[src/rtl/io_sync_fifo_pkg.sv]
// Shared io_hub FIFO definitions: default sizing and the per-cycle pointer operation.
package io_sync_fifo_pkg;

    localparam int DEF_WIDTH    = 8;
    localparam int DEF_AW       = 2;
    localparam int DEF_AE_LEVEL = 1;

    // What the pointers do on a given edge; bit 0 = push, bit 1 = pop.
    typedef enum logic [1:0] {
        FIFO_IDLE = 2'b00,
        FIFO_PUSH = 2'b01,
        FIFO_POP  = 2'b10,
        FIFO_XCHG = 2'b11
    } fifo_op_e;

    function automatic fifo_op_e fifo_op(input logic wr_ok, input logic rd_ok);
        return fifo_op_e'({rd_ok, wr_ok});
    endfunction

endpackage

[src/rtl/io_sync_fifo_if.sv]
// Handshake/data bundle between a producer/consumer (master) and the FIFO (slave).
interface io_sync_fifo_if #(
    parameter int WIDTH = 8,
    parameter int AW    = 2
);
    logic             flush;
    logic             wr_en;
    logic [WIDTH-1:0] din;
    logic             rd_en;
    logic [WIDTH-1:0] dout;
    logic             empty;
    logic             full;
    logic             almost_full;
    logic             almost_empty;
    logic [AW:0]      count;
    logic             overflow;
    logic             underflow;

    modport master (
        output flush, wr_en, din, rd_en,
        input  dout, empty, full, almost_full, almost_empty, count, overflow, underflow
    );

    modport slave (
        input  flush, wr_en, din, rd_en,
        output dout, empty, full, almost_full, almost_empty, count, overflow, underflow
    );
endinterface

[src/rtl/io_fifo_ram.sv]
// FIFO storage: 2**AW x WIDTH, synchronous write, asynchronous read.
module io_fifo_ram #(
    parameter int WIDTH = 8,
    parameter int AW    = 2
) (
    input  logic             clk_i,
    input  logic             we_i,
    input  logic [AW-1:0]    waddr_i,
    input  logic [WIDTH-1:0] wdata_i,
    input  logic [AW-1:0]    raddr_i,
    output logic [WIDTH-1:0] rdata_o
);
    localparam int DEPTH = 1 << AW;

    logic [WIDTH-1:0] mem_q [DEPTH];

    // Storage is not reset; the pointers alone decide which words are live.
    always_ff @(posedge clk_i) begin
        if (we_i) mem_q[waddr_i] <= wdata_i;
    end

    assign rdata_o = mem_q[raddr_i];

endmodule

[src/rtl/io_sync_fifo.sv]
// Single-clock FIFO using the full 2**AW depth, with count, almost flags,
// sticky overflow/underflow, synchronous flush and optional FWFT read.
module io_sync_fifo
    import io_sync_fifo_pkg::*;
#(
    parameter int WIDTH    = DEF_WIDTH,
    parameter int AW       = DEF_AW,
    parameter int FWFT     = 0,
    parameter int AF_LEVEL = (1 << AW) - 1,
    parameter int AE_LEVEL = DEF_AE_LEVEL
) (
    input logic           clk_i,
    input logic           rst_ni,
    io_sync_fifo_if.slave bus_s
);
    localparam logic [AW:0] AF_W    = (AW+1)'(AF_LEVEL);
    localparam logic [AW:0] AE_W    = (AW+1)'(AE_LEVEL);
    localparam logic [AW:0] PTR_ONE = (AW+1)'(1);

    // Pointers carry one extra wrap bit so full and empty are distinguishable.
    logic [AW:0]      wr_ptr_q, wr_ptr_d;
    logic [AW:0]      rd_ptr_q, rd_ptr_d;
    logic             ovf_q, ovf_d;
    logic             udf_q, udf_d;

    logic             empty, full;
    logic             rd_ok, wr_ok;
    logic [AW:0]      count;
    logic [WIDTH-1:0] ram_rdata;
    fifo_op_e         op;

    // Status comes from registered pointers only, never from this cycle's requests.
    assign empty = (wr_ptr_q == rd_ptr_q);
    assign full  = (wr_ptr_q[AW] != rd_ptr_q[AW]) &&
                   (wr_ptr_q[AW-1:0] == rd_ptr_q[AW-1:0]);
    assign count = wr_ptr_q - rd_ptr_q;

    // A read needs stored data; a write into a full FIFO rides on a same-cycle read.
    assign rd_ok = bus_s.rd_en & ~empty;
    assign wr_ok = bus_s.wr_en & (~full | rd_ok);
    assign op    = fifo_op(wr_ok, rd_ok);

    // Next-state for pointers and sticky error flags; flush clears everything.
    always_comb begin
        wr_ptr_d = wr_ptr_q;
        rd_ptr_d = rd_ptr_q;
        ovf_d    = ovf_q;
        udf_d    = udf_q;
        if (bus_s.flush) begin
            wr_ptr_d = '0;
            rd_ptr_d = '0;
            ovf_d    = 1'b0;
            udf_d    = 1'b0;
        end else begin
            case (op)
                FIFO_PUSH: wr_ptr_d = wr_ptr_q + PTR_ONE;
                FIFO_POP:  rd_ptr_d = rd_ptr_q + PTR_ONE;
                FIFO_XCHG: begin
                    wr_ptr_d = wr_ptr_q + PTR_ONE;
                    rd_ptr_d = rd_ptr_q + PTR_ONE;
                end
                default: ;
            endcase
            ovf_d = ovf_q | (bus_s.wr_en & ~wr_ok);
            udf_d = udf_q | (bus_s.rd_en & empty);
        end
    end

    // Pointer and flag registers with synchronous active-low reset.
    always_ff @(posedge clk_i) begin
        if (!rst_ni) begin
            wr_ptr_q <= '0;
            rd_ptr_q <= '0;
            ovf_q    <= 1'b0;
            udf_q    <= 1'b0;
        end else begin
            wr_ptr_q <= wr_ptr_d;
            rd_ptr_q <= rd_ptr_d;
            ovf_q    <= ovf_d;
            udf_q    <= udf_d;
        end
    end

    // Memory is only touched by an accepted write outside reset/flush.
    io_fifo_ram #(
        .WIDTH (WIDTH),
        .AW    (AW)
    ) u_ram (
        .clk_i   (clk_i),
        .we_i    (wr_ok & ~bus_s.flush & rst_ni),
        .waddr_i (wr_ptr_q[AW-1:0]),
        .wdata_i (bus_s.din),
        .raddr_i (rd_ptr_q[AW-1:0]),
        .rdata_o (ram_rdata)
    );

    generate
        if (FWFT != 0) begin : g_fwft
            // Head word is visible directly; meaningless while empty.
            assign bus_s.dout = ram_rdata;
        end else begin : g_std
            logic [WIDTH-1:0] dout_q, dout_d;

            // Capture the head word on an accepted read; flush leaves dout alone.
            always_comb begin
                dout_d = dout_q;
                if (rd_ok && !bus_s.flush) dout_d = ram_rdata;
            end

            // Registered read data, cleared only by reset.
            always_ff @(posedge clk_i) begin
                if (!rst_ni) dout_q <= '0;
                else         dout_q <= dout_d;
            end

            assign bus_s.dout = dout_q;
        end
    endgenerate

    assign bus_s.empty        = empty;
    assign bus_s.full         = full;
    assign bus_s.count        = count;
    assign bus_s.almost_full  = (count >= AF_W);
    assign bus_s.almost_empty = (count <= AE_W);
    assign bus_s.overflow     = ovf_q;
    assign bus_s.underflow    = udf_q;

endmodule

[src/flat_wrapper.sv]
// flat-port wrapper written by rule: the top's interface ports become plain ports
module io_sync_fifo_flat import io_sync_fifo_pkg::*;
#(
    parameter int WIDTH    = DEF_WIDTH,
    parameter int AW       = DEF_AW,
    parameter int FWFT     = 0,
    parameter int AF_LEVEL = (1 << AW) - 1,
    parameter int AE_LEVEL = DEF_AE_LEVEL
)
  (clk_i, rst_ni, bus_s_flush, bus_s_wr_en, bus_s_din, bus_s_rd_en, bus_s_dout, bus_s_empty, bus_s_full, bus_s_almost_full, bus_s_almost_empty, bus_s_count, bus_s_overflow, bus_s_underflow);
  io_sync_fifo_if #(.WIDTH(WIDTH), .AW(AW)) bus_s_i ();
  input logic clk_i;
  input logic rst_ni;
  input wire logic [$bits(bus_s_i.flush)-1:0] bus_s_flush;
  input wire logic [$bits(bus_s_i.wr_en)-1:0] bus_s_wr_en;
  input wire logic [$bits(bus_s_i.din)-1:0] bus_s_din;
  input wire logic [$bits(bus_s_i.rd_en)-1:0] bus_s_rd_en;
  output wire logic [$bits(bus_s_i.dout)-1:0] bus_s_dout;
  output wire logic [$bits(bus_s_i.empty)-1:0] bus_s_empty;
  output wire logic [$bits(bus_s_i.full)-1:0] bus_s_full;
  output wire logic [$bits(bus_s_i.almost_full)-1:0] bus_s_almost_full;
  output wire logic [$bits(bus_s_i.almost_empty)-1:0] bus_s_almost_empty;
  output wire logic [$bits(bus_s_i.count)-1:0] bus_s_count;
  output wire logic [$bits(bus_s_i.overflow)-1:0] bus_s_overflow;
  output wire logic [$bits(bus_s_i.underflow)-1:0] bus_s_underflow;
  assign bus_s_i.flush = bus_s_flush;
  assign bus_s_i.wr_en = bus_s_wr_en;
  assign bus_s_i.din = bus_s_din;
  assign bus_s_i.rd_en = bus_s_rd_en;
  assign bus_s_dout = bus_s_i.dout;
  assign bus_s_empty = bus_s_i.empty;
  assign bus_s_full = bus_s_i.full;
  assign bus_s_almost_full = bus_s_i.almost_full;
  assign bus_s_almost_empty = bus_s_i.almost_empty;
  assign bus_s_count = bus_s_i.count;
  assign bus_s_overflow = bus_s_i.overflow;
  assign bus_s_underflow = bus_s_i.underflow;
  io_sync_fifo #(.WIDTH(WIDTH), .AW(AW), .FWFT(FWFT), .AF_LEVEL(AF_LEVEL), .AE_LEVEL(AE_LEVEL)) u_core (.clk_i(clk_i), .rst_ni(rst_ni), .bus_s(bus_s_i));
endmodule
[config.mk]
export PLATFORM = sky130hd
export DESIGN_NAME = io_sync_fifo_flat
export DESIGN_NICKNAME = d
export VERILOG_FILES = /design/src/rtl/io_sync_fifo_pkg.sv /design/src/rtl/io_sync_fifo_if.sv /design/src/rtl/io_fifo_ram.sv /design/src/rtl/io_sync_fifo.sv /design/src/flat_wrapper.sv
export SDC_FILE = /design/constraint.sdc
export NUM_CORES = 1
export LEC_CHECK = 0
export BUFFER_PORTS_ARGS = -buffer_cell sky130_fd_sc_hd__buf_2
export CORE_ASPECT_RATIO = 1.2
export CORE_MARGIN = 10
export CORE_UTILIZATION = 51
export DETAILED_ROUTE_END_ITERATION = 10
export PLACE_DENSITY = 0.8
export SYNTH_ARGS = -nofsm -noshare
export SYNTH_HDL_FRONTEND = slang
export SYNTH_SLANG_ARGS = --single-unit
[constraint.sdc]
create_clock -name clk_i -period 1.87 [get_ports clk_i]
set_input_delay 0.0935 -clock clk_i [delete_from_list [all_inputs] [get_ports clk_i]]
set_output_delay 0.0935 -clock clk_i [all_outputs]
set_load 0.005 [all_outputs]
==> key figures <==
Placed design
  – RePlAce Congestion: just under 0.8
  – Number of port buffers: 29
  – DP HPWL: around 3.3 mm
  – DP Area: approximately 0.0024 mm²
  – Setup WS pre-CTS: ~0.086 ns

Timing
  – Layout Skew: 0.001670 ns
  – Normalized max-slew margin: approximately 67%
  – Final setup fails: 0
  – Worst-Margin Slew: between 0.4 and 0.5 ns
  – Final hold slack: 0.007986 ns
  – Hold Fails Final Rpt: 0
  – Fin crit period: 1.841 ns
  – Fmax: roughly 540 MHz
  – Slew Viols, Final: 0
  – Tcrit/Tclk final: 98.42%
  – RSZ-0062 raised after global routing: true
  – Slack of the critical path: a little under 0.03 ns

Power
  – Worst VDD drop: roughly 0.55 mV
  – Lkg Pwr: between 0.9 and 1 nW
  – P per Cell Area: just under 900 mW/mm²
  – Total Power: approximately 0.0022 W

Job
  – MaxCap Viol Count: 0

Clock tree
  – Clock Latency Late Sink: 0.31 ns
  – Clock tree buffer depth: 2
  – CTS sink cnt: 48
  – Total CTS buffers: 5
  – Reg clk slew, reported paths: 0.09 ns
  – Htree depth: 2
  – Root Driver: clkbuf_8
  – Post-CTS repair timing setup buffer count: 0
  – CTS tree: built

Synth
  – Yosys Warn Count: 0
  – Netlist cell types: 30
  – Mapped Area: 0.002131 mm²
  – Syn_nets: around 180
  – Syn_area_per_cell: between 10 and 15 µm²
  – Cells after Synth: about 160
  – Sequential share of the synthesized area: 60.13%
  – Seq cells post-synth: 48

Detailed routing
  – Final ANT Viol Nets: 0
  – Vias/cell: 5.758
  – Starting DRT DRC Count: roughly 130
  – DR vias: about 1400
  – DR DRC count: 0
  – WL per Instance: about 18 µm
  – Drt pass-1 iters: 4
  – Final WL: between 4 and 5 mm

Setup path
  – Worst EP arrival: about 1.8 ns
  – Slowest stage delay, CP: about 0.46 ns
  – WP buf/inv: 3
  – CP Max Fanout: 4
  – WS Path Type: reg -> out
  – Crit path required time: between 1.5 and 2 ns
  – Type of origin of the critical path: flop
  – Critical Path, Cell by Cell: inv_2 -> ha_1 -> inv_1 -> fa_2 -> a21o_1 -> buf_2
  – Top delay family on crit path: adder cells
  – CP max-delay cell: fa_2
  – CP Capture Type: output port

Finish
  – Nets: around 210
  – Reg area: 0.001282 mm²
  – P&R area growth vs syn: 18.79%
  – Design area: 0.002531 mm²
  – Utilization after layout: 63.22%
  – Fillers: around 310
  – Layout cells sized above 1: 32.47%
  – Multi-input gate area: 779.5 µm²
  – # diodes: 0

Die
  – Core area: approximately 0.004 mm²
  – Die Ht: just over 90 µm
  – Top Ports: 30
  – Chip width: roughly 79 µm
  – Std-Cell Rows: 25
  – Starting Density: roughly 53%
  – Die ar.: 0.007174 mm²

Global route
  – M2 GR Usage: 21.19%
  – M3 GR Usage: under 10%
  – Met1 Use GR: ~14%
  – GRT Util Overall: 12.73%
  – Largest net degree at the start of global routing: 19
  – Busiest layer in global routing: met2
  – Initial antenna violation count: 0
  – First-pass GRT wire length: 7.424 mm
  – Grt ovf: 0
  – Number of global-route vias before repair: 1529

Run status
  – Outcome: finished, final reports clean

Worst hold path
  – Hold Crit Class: in -> reg
## Yosys cell counts (all sizes together)
cell type | n | area share [%]
o2111ai | 1 | 0.41
clkbuf | 6 | 1.1
a31oi | 2 | 0.59
ha | 7 | 4.1
and3 | 4 | 1.2
mux4 | 8 | 8.5
o211ai | 18 | 6.3
and3b | 1 | 0.41
nor2 | 5 | 0.88
a41oi | 1 | 0.41
a21oi | 1 | 0.23
nand2b | 3 | 0.88
edfxtp | 32 | 45
and2 | 1 | 0.29
o31a | 1 | 0.41
xnor2 | 2 | 0.82
o31ai | 1 | 0.35
a21o | 1 | 0.35
or4 | 1 | 0.35
nand4 | 9 | 2.6
xor2 | 1 | 0.41
nor2b | 1 | 0.29
nand2 | 8 | 1.4
buf | 6 | 1.6
nand3 | 8 | 1.9
mux2i | 4 | 1.9
inv | 7 | 1.2
fa | 1 | 0.94
dfxtp | 16 | 15
## layout by cell type (no fill, tap or decap), drive strengths merged, types with 2 or more instances in the layout
master  instances
a31oi           2
and3            4
buf            40
bufinv          2
clkbuf          5
dfxtp          16
edfxtp         32
ha              7
inv             8
mux2i           4
mux4            8
nand2           8
nand2b          3
nand3           8
nand4           9
nor2            5
o211ai         18
xnor2           2
## final cells by class
class / instances / area share, %
clock buffer: 5 / 2.719
clock inverter: 3 / 2.719
inverter: 7 / 1.038
multi-input combinational: 90 / 30.80
sequential: 48 / 50.67
tap: 54 / 2.669
timing repair buffer: 41 / 9.392
## routing by layer
| layer | wire length [µm] | share of wire [%] | vias to the layer above |
|---|---|---|---|
| met5 | 0 | 0 | - |
| met4 | 40 | 0.92 | 0 |
| met3 | 300 | 6.9 | 4 |
| met2 | 2184 | 50 | 52 |
| met1 | 1828 | 42 | 697 |
| li1 | - | - | 675 |
## metrics by stage
| step | std cells | TNS, ns |
|---|---|---|
| 2_1_floorplan | 157 | 0 |
| 3_3_place_gp | 239 | 0 |
| 3_5_place_dp | 239 | 0 |
| 4_1_cts | 247 | 0 |
| 5_1_grt | 248 | -0.02748 |
| 6_report | 248 | 0 |
## report_power, final
| part | internal [W] | switching [W] |
|---|---|---|
| Clock | 0.000538 | 0.000362 |
| Sequential | 0.00115 | 0.0000128 |
| Combinational | 0.0000671 | 0.0000891 |
| Total | 0.00176 | 0.000464 |
## worst register-to-register path, delay by kind of cell (launching register included)
kind | cells | cell delay [ns]
compound gates | 1 | 0.23
fa+ha+maj | 1 | 0.32
flops | 1 | 0.34
simple gates | 2 | 0.49
buf+inv | 1 | 0.05
## flip-flops by register name, summed over array words and instances (netlist names)
register	flops
u_core.u_ram.mem_q	32
u_core.bus_s.dout	8
u_core.rd_ptr_q	3
u_core.wr_ptr_q	3
u_core.bus_s.overflow	1
u_core.bus_s.underflow	1
## timing repair
item | 4_1_cts | 5_1_grt
endpoints found under the setup margin | 3 | 26
endpoints found under the hold margin | 0 | 3
hold buffers | 0 | 1
gates resized for setup | 3 | 4
## final timing paths
kind / startpoint / to / slack, ns / cells past startpoint
max: u_core.wr_ptr_q[0]$_SDFFE_PP0P_ / bus_s_almost_full / 0.03 / 6
min: bus_s_din[2] / u_core.u_ram.mem_q[0][2]$_DFFE_PP_ / 0.008 / 1
max reg2reg: u_core.wr_ptr_q[0]$_SDFFE_PP0P_ / u_core.u_ram.mem_q[2][3]$_DFFE_PP_ / 0.11 / 5
min reg2reg: u_core.bus_s.underflow$_SDFF_PP0_ / u_core.bus_s.underflow$_SDFF_PP0_ / 0.48 / 2
## kinds of logic (layout without fill, tap and decap cells)
family | count (synthesis) | in the layout | synth area share [%]
flip-flops | 48 | 48 | 60.13
AND/OR/NAND/NOR | 41 | 41 | 10.22
AO/OA/AOI/OAI | 26 | 26 | 9.102
buffers and inverters | 19 | 56 | 3.934
multiplexers | 12 | 12 | 10.33
adder cells (fa/ha/maj) | 8 | 8 | 5.050
XOR/XNOR | 3 | 3 | 1.233
Power figures use the tool's default switching activity.
